--- src/rtl/multi_signal_stabilizer.sv ---
// multi_signal_stabilizer
//
// Stabilises WIDTH independent, possibly asynchronous and bouncing inputs.
// Each channel first passes through its own synchroniser chain. The synced
// value must then differ from the current output for 2^STABLE_TIME_LOG
// enabled cycles in a row before it is adopted. When it is adopted, a
// one-cycle rise or fall pulse is produced.
//
// Parameters:
//   WIDTH           number of independent channels (>= 1)
//   STABLE_TIME_LOG log2 of the required stable time in cycles (>= 1)
//   SYNC_STAGES     synchroniser depth per channel (1..4)
//   RESET_VALUE     value of so_o and of the synchroniser flops during reset
//
// Ports:
//   clock_i    system clock, rising edge
//   reset_i    asynchronous, active-high reset
//   en_i       count enable; when low, the stability counters hold
//   si_i       raw inputs, one bit per channel
//   so_o       stabilised outputs (registered)
//   rise_o     one-cycle pulse per channel on a so_o 0->1 change
//   fall_o     one-cycle pulse per channel on a so_o 1->0 change
//   changed_o  OR of all rise/fall pulses, aligned with them
module multi_signal_stabilizer #(
    parameter int               WIDTH           = 4,
    parameter int               STABLE_TIME_LOG = 3,
    parameter int               SYNC_STAGES     = 2,
    parameter logic [WIDTH-1:0] RESET_VALUE     = '0
) (
    input  logic             clock_i,
    input  logic             reset_i,
    input  logic             en_i,
    input  logic [WIDTH-1:0] si_i,
    output logic [WIDTH-1:0] so_o,
    output logic [WIDTH-1:0] rise_o,
    output logic [WIDTH-1:0] fall_o,
    output logic             changed_o
);

    logic [WIDTH-1:0] so_q,   so_d;
    logic [WIDTH-1:0] rise_q, rise_d;
    logic [WIDTH-1:0] fall_q, fall_d;
    logic             changed_q;

    genvar gi;
    generate
        for (gi = 0; gi < WIDTH; gi++) begin : g_chan
            logic [SYNC_STAGES-1:0]     sync_q, sync_d;
            logic [STABLE_TIME_LOG-1:0] cnt_q,  cnt_d;
            logic                       synced;
            logic                       differs;
            logic                       cnt_full;
            logic                       load;

            // Shift left so that bit 0 takes the raw input and the top bit
            // is the synced value. This works for any depth, including 1.
            always_comb begin
                sync_d    = sync_q << 1;
                sync_d[0] = si_i[gi];
            end

            assign synced   = sync_q[SYNC_STAGES-1];
            assign differs  = synced ^ so_q[gi];
            assign cnt_full = &cnt_q;
            // Adopt the new value on the cycle that would otherwise wrap
            // the counter. That cycle is the 2^STABLE_TIME_LOG-th enabled
            // cycle with a differing input.
            assign load     = differs & en_i & cnt_full;

            always_comb begin
                cnt_d = cnt_q;
                if (!differs) begin
                    // Any agreement, even for a single cycle, restarts the
                    // stable interval. This is independent of the enable.
                    cnt_d = '0;
                end else if (en_i) begin
                    cnt_d = cnt_full ? '0 : cnt_q + 1'b1;
                end
            end

            assign so_d[gi]   = load ? synced : so_q[gi];
            assign rise_d[gi] = load &  synced;
            assign fall_d[gi] = load & ~synced;

            always_ff @(posedge clock_i or posedge reset_i) begin
                if (reset_i) begin
                    sync_q <= {SYNC_STAGES{RESET_VALUE[gi]}};
                    cnt_q  <= '0;
                end else begin
                    sync_q <= sync_d;
                    cnt_q  <= cnt_d;
                end
            end
        end
    endgenerate

    always_ff @(posedge clock_i or posedge reset_i) begin
        if (reset_i) begin
            so_q      <= RESET_VALUE;
            rise_q    <= '0;
            fall_q    <= '0;
            changed_q <= 1'b0;
        end else begin
            so_q      <= so_d;
            rise_q    <= rise_d;
            fall_q    <= fall_d;
            changed_q <= |(rise_d | fall_d);
        end
    end

    assign so_o      = so_q;
    assign rise_o    = rise_q;
    assign fall_o    = fall_q;
    assign changed_o = changed_q;

endmodule

--- config.mk ---
export PLATFORM = sky130hd
export DESIGN_NAME = multi_signal_stabilizer
export DESIGN_NICKNAME = d
export VERILOG_FILES = /design/src/rtl/multi_signal_stabilizer.sv
export SDC_FILE = /design/constraint.sdc
export NUM_CORES = 1
export LEC_CHECK = 0
export ABC_AREA = 1
export CAP_MARGIN = 20
export CORE_AREA = 5 5 66 68
export CTS_CLUSTER_SIZE = 30
export DETAILED_ROUTE_END_ITERATION = 10
export DIE_AREA = 0 0 71 73
export PLACE_DENSITY = 0.63
export SYNTH_ARGS = -nofsm -noshare
export SYNTH_HDL_FRONTEND = slang
export SYNTH_SLANG_ARGS = --single-unit
--- constraint.sdc ---
create_clock -name clock_i -period 1.5 [get_ports clock_i]
set_input_delay 0.15 -clock clock_i [delete_from_list [all_inputs] [get_ports clock_i]]
set_output_delay 0.15 -clock clock_i [all_outputs]
set_load 0.1 [all_outputs]
Yosys cells after proc, flatten, opt, wreduce, memory -nomap -nowiden --
Index checks and enable logic that the tools add are counted.
Word-level totals: register bits after elaboration 33, input bits 7, output and inout port bits 13, logic and storage cells 65
Operators by class: $add $sub $neg 4, equality and inequality tests 4, multiplexer cells 12, bitwise operators 25, reduce and logical (&&, ||, !) cells 5
Operators with widths (number):
- two-way mux 3 bit | 12
- AND 1 bit | 16
- adder 3 x 1 -> 3 bit (second input constant) | 4
- AND reduction 3 bit | 4
- inequality test 2 bit (second input constant) | 4
- NOT 1 bit | 4
- bitwise OR 4 bit | 1
- OR reduction 4 bit | 1
- XOR 1 bit | 4

Longest topological paths before layout --
word-level depth 6, depth in mapped cells 6, mapped depth without buffers 6

Worst setup path after synthesis --
No wires, ideal clock.
path type flip-flop to flip-flop, start point register so_q[1] (netlist: so_o[1]), end point register g_chan[1].cnt_q[0], library setup time 0.119 ns, arrival 1.472 ns, required time 1.381 ns, slack -0.090 ns, stages on the path, launching flop included 6, period minus slack after synthesis 1.590 ns, cells stage by stage dfrtp_1 > nand2_1 > nand2_2 > inv_2 > nand3_1 > o21ai_2
On the way: longest elaborated chain between the ends 2
RTL lines:
- start, declared | RTL line 40 | logic [WIDTH-1:0] so_q, so_d;
- start signal, assigned | RTL line 99 | so_q <= RESET_VALUE;
- start signal, assigned | RTL line 104 | so_q <= so_d;
- XOR 1 bit * | RTL line 63 | assign differs = synced ^ so_q[gi];
- inequality test 2 bit (no line) / two-way mux 3 bit (equally long branches)
- end signal, assigned | RTL line 91 | cnt_q <= cnt_d;
- end, declared | RTL line 49 | logic [STABLE_TIME_LOG-1:0] cnt_q, cnt_d;
Mark *: on every way between the ends. The rest lies on a longest branch, timed or not. A chain may end at the register's enable or synchronous reset.

Worst setup path after layout --
start point register g_chan[2].cnt_q[0], end point register g_chan[2].cnt_q[0]
On the way: longest elaborated chain between the ends 4
RTL lines:
- start, declared | RTL line 49
- start signal, assigned | RTL line 91
- adder 3 x 1 -> 3 bit / AND reduction 3 bit (equally long branches) | RTL line 77, 64
- two-way mux 3 bit * | RTL line 77 | cnt_d = cnt_full ? '0 : cnt_q + 1'b1;
- two-way mux 3 bit * | RTL line 76 | end else if (en_i) begin
- two-way mux 3 bit * | RTL line 72 | if (!differs) begin
Mark *: on every way between the ends. The rest lies on a longest branch, timed or not. The select of a mux whose other input is x is not followed.

==> flow_metrics.py <==
metrics = {
    "timing": {
        "drv_slew": 0,
        "final_sum_of_negative_setup_slack_ps": 0,
        "final_critical_path_setup_slack_ps": 123.9,
        "final_period_minus_worst_setup_slack_ps": 1376,
        "maxClockFrequency_mhz": 726.7,
        "tightestPinTransition_ps": 404.4,
        "timing.clock.skew_ps": 2.912,
        "final_min_period_over_clock_period_pct": 91.74,
        "setup-violations-final": 0,
        "grt_setup_unrepaired": "no",
        "final-hold-violation-count": 0,
        "relSlewSlack_pct": 73.04,
    },
    "die": {
        "initial_core_util_pct": 37.19,
        "die-height_um": 73,
        "die-area_um2": 5183,
        "std_cell_rows": 23,
        "die-width_um": 71,
        "num_io_pins": 20,
        "floorplan.core_area_um2": 3799,
    },
    "global_routing": {
        "via_count_of_the_first_global_routing_pass": 1003,
        "antenna_found_initial": 0,
        "grt_util_all_layers_pct": 10.79,
        "grt_max_degree": 34,
        "gr-total-overflow": 0,
        "grt_pass1_wl_mm": 4.264,
    },
    "critical_path": {
        "crit_path_top_delay_cell": "dfrtp_1",
        "startpoint_type": "register",
        "slowest_delay_ps": 400,
        "endpoint_kind": "register",
        "required_ps": 1690,
        "timing.reg2reg.worst_path_depth": 4,
        "timing_worst_setup_path_type": "reg -> reg",
        "critical-path-top-cell-by-count": "ha_1",
        "worstPathArrival_ps": 1570,
        "regToRegEndpoint": "g_chan[2].cnt_q[0]$_DFFE_PP0P_",
        "path_max_fanout": 4,
        "timing.reg2reg.setup_slack_ps": 120,
        "worstPathCellList": "ha_1 > ha_1 > or2_2 > o21ai_1",
        "crit-reg2reg-launch": "g_chan[2].cnt_q[0]$_DFFE_PP0P_",
    },
    "clocking": {
        "tritoncts": "built",
        "cts.repair.resized": 0,
        "clk_path_buf_depth": 2,
        "cts_max_level": 2,
        "clock_tree.root_cell": "clkbuf_8",
        "cts_made_buffers": 5,
        "postCtsSetupBuffers": 0,
        "postCtsHoldBufs": 0,
        "numClockSinks": 33,
        "worstSkewPairLatency_ps": 280,
        "clock_pin_slew_of_the_registers_on_the_worst_case_setup_and_hold_paths_ps": 60,
    },
    "synth": {
        "synth.top_cells.by_area": "dfrtp_1 58%, nand2_1 9.3%, ha_1 7.1%",
        "yosys.area_share.xor_xnor_pct": 0,
        "yosys.area_share.simple_pct": 23.38,
        "netlist_cell_types": 17,
        "synth-seq-cells": 33,
        "synth_compound_gate_area_share_pct": 3.100,
        "syn-num-nets": 157,
        "synth_mux_area_share_pct": 0,
        "synth_fa_ha_area_share_pct": 7.086,
        "synth_sequential_area_ratio_pct": 58.46,
        "synth_top_family_by_area": "simple AND/OR/NAND/NOR gates",
        "synth.top_cell.area_share_pct": 58.46,
        "synthesis.area_per_instance_um2": 9.948,
        "synth_cells": 142,
        "synth_area_leader_cell": "dfrtp_1",
        "synth-warning-count": 0,
        "synthesis.area_um2": 1413,
    },
    "placed_design": {
        "dpl.hpwl_mm": 1.854,
        "io_buffers": 19,
        "routabilityCongestion": 0.7438,
        "dpl_worst_slack_ps": 126.1,
    },
    "routing": {
        "viasPerCell": 4.491,
        "antenna_left": 0,
        "first_iter_violations": 11,
        "first_pass_iters": 4,
        "drt-total-wl_mm": 2.364,
        "avgRoutedWirePerCell_um": 10.75,
        "drc": 0,
        "dr_total_vias": 988,
    },
    "status": {
        "run_status": "complete, no violations",
    },
    "power_and_ir_drop": {
        "irDropWorstVdd_v": 0.0003491,
        "finalPower_mw": 1.779,
        "power-per-cell-area_nw_per_um2": 935.4,
        "power.static_leakage_nw": 1.072,
    },
    "worst_hold_path": {
        "hold_class": "in -> async",
    },
    "layout": {
        "flow.area_growth_from_synthesis_pct": 34.63,
        "final.fill_count": 361,
        "nets": 184,
        "layout_commonest_cell": "nand2_1",
        "diodes": 0,
        "layout_common_cells": "35 x nand2_1, 29 x dfrtp_1, 21 x inv_1",
        "layout-drive-gt1-share_pct": 24.12,
    },
    "run": {
        "max-cap-violations": 0,
    },
}
[critical path, delay by kind of cell, from the launching register on]
family | cells | cell delay [ps]
fa+ha+maj | 2 | 430
flops | 1 | 400
simple gates | 1 | 300
compound gates | 1 | 170
[synthesized netlist by cell type, drive strengths merged]
cell type	n
nand2	37
dfrtp	33
inv	24
nand3	14
ha	8
nand4	8
a21oi	4
nor2	4
o21ai	4
or2	4
buf	2
[per-layer routing]
layer | vias up | share of wire (%) | GRT usage [%]
met5 | - | 0 | 0
met2 | 26 | 49 | 18.02
met1 | 453 | 43 | 11.63
met4 | 0 | 2.6 | 5.637
li1 | 502 | - | -
met3 | 7 | 5.5 | 4.683
[where the power goes]
| part | total [mW] | switching, mW | internal, mW |
|---|---|---|---|
| combinational | 0.130 | 0.0775 | 0.0528 |
| clock | 0.709 | 0.295 | 0.414 |
| sequential | 0.940 | 0.0194 | 0.921 |
| total | 1.78 | 0.392 | 1.39 |
[through the flow]
step / utilization [%] / hold WS (ps) / std cells / area (um2)
floorplan: - / 181.4 / 142 / 1418
global placement: 47.40 / 332.4 / 212 / 1800
detailed placement: 47.40 / 336.4 / 212 / 1800
CTS: 50.07 / 260.6 / 220 / 1902
global route: 50.07 / 300.2 / 220 / 1902
finish: 50.07 / 253.4 / 220 / 1902
[sequential cells by signal, indices dropped and copies added (netlist names)]
name and flops:
g_chan.cnt_q 12, g_chan.sync_q 8, fall_o 4, rise_o 4
changed_o 1, so_o 4
[how the worst max path moves through the flow]
stage                                         from  cells after the start  slack [ps]                        endpoint
floorplan                      so_o[1]$_DFFE_PP0P_                      5         220  g_chan[1].cnt_q[0]$_DFFE_PP0P_
global placement                              en_i                      6         170             changed_o$_DFF_PP0_
detailed placement  g_chan[0].cnt_q[0]$_DFFE_PP0P_                      4         130  g_chan[0].cnt_q[0]$_DFFE_PP0P_
CTS                 g_chan[0].cnt_q[0]$_DFFE_PP0P_                      4         110  g_chan[0].cnt_q[0]$_DFFE_PP0P_
global route        g_chan[2].cnt_q[0]$_DFFE_PP0P_                      4          40  g_chan[2].cnt_q[0]$_DFFE_PP0P_
finish              g_chan[2].cnt_q[0]$_DFFE_PP0P_                      4         120  g_chan[2].cnt_q[0]$_DFFE_PP0P_
[layout make-up]
type / instances / area (um2) / area share [%]
tap: 50 / 62.56 / 3.289
clock buffer: 7 / 96.34 / 5.066
inverter: 24 / 90.09 / 4.737
clock inverter: 1 / 5.005 / 0.2632
timing repair buffer: 22 / 342.8 / 18.03
multi-input combinational: 83 / 474.2 / 24.93
sequential: 33 / 830.8 / 43.68
[logic make-up after synthesis]
logic type                 after synthesis
and+or+nand+nor                         67
buffers and inverters                   26
AOI/OAI and AO/OA                        8
adders and majority gates                8
DFF                                     33
Power figures use the tool's default switching activity.
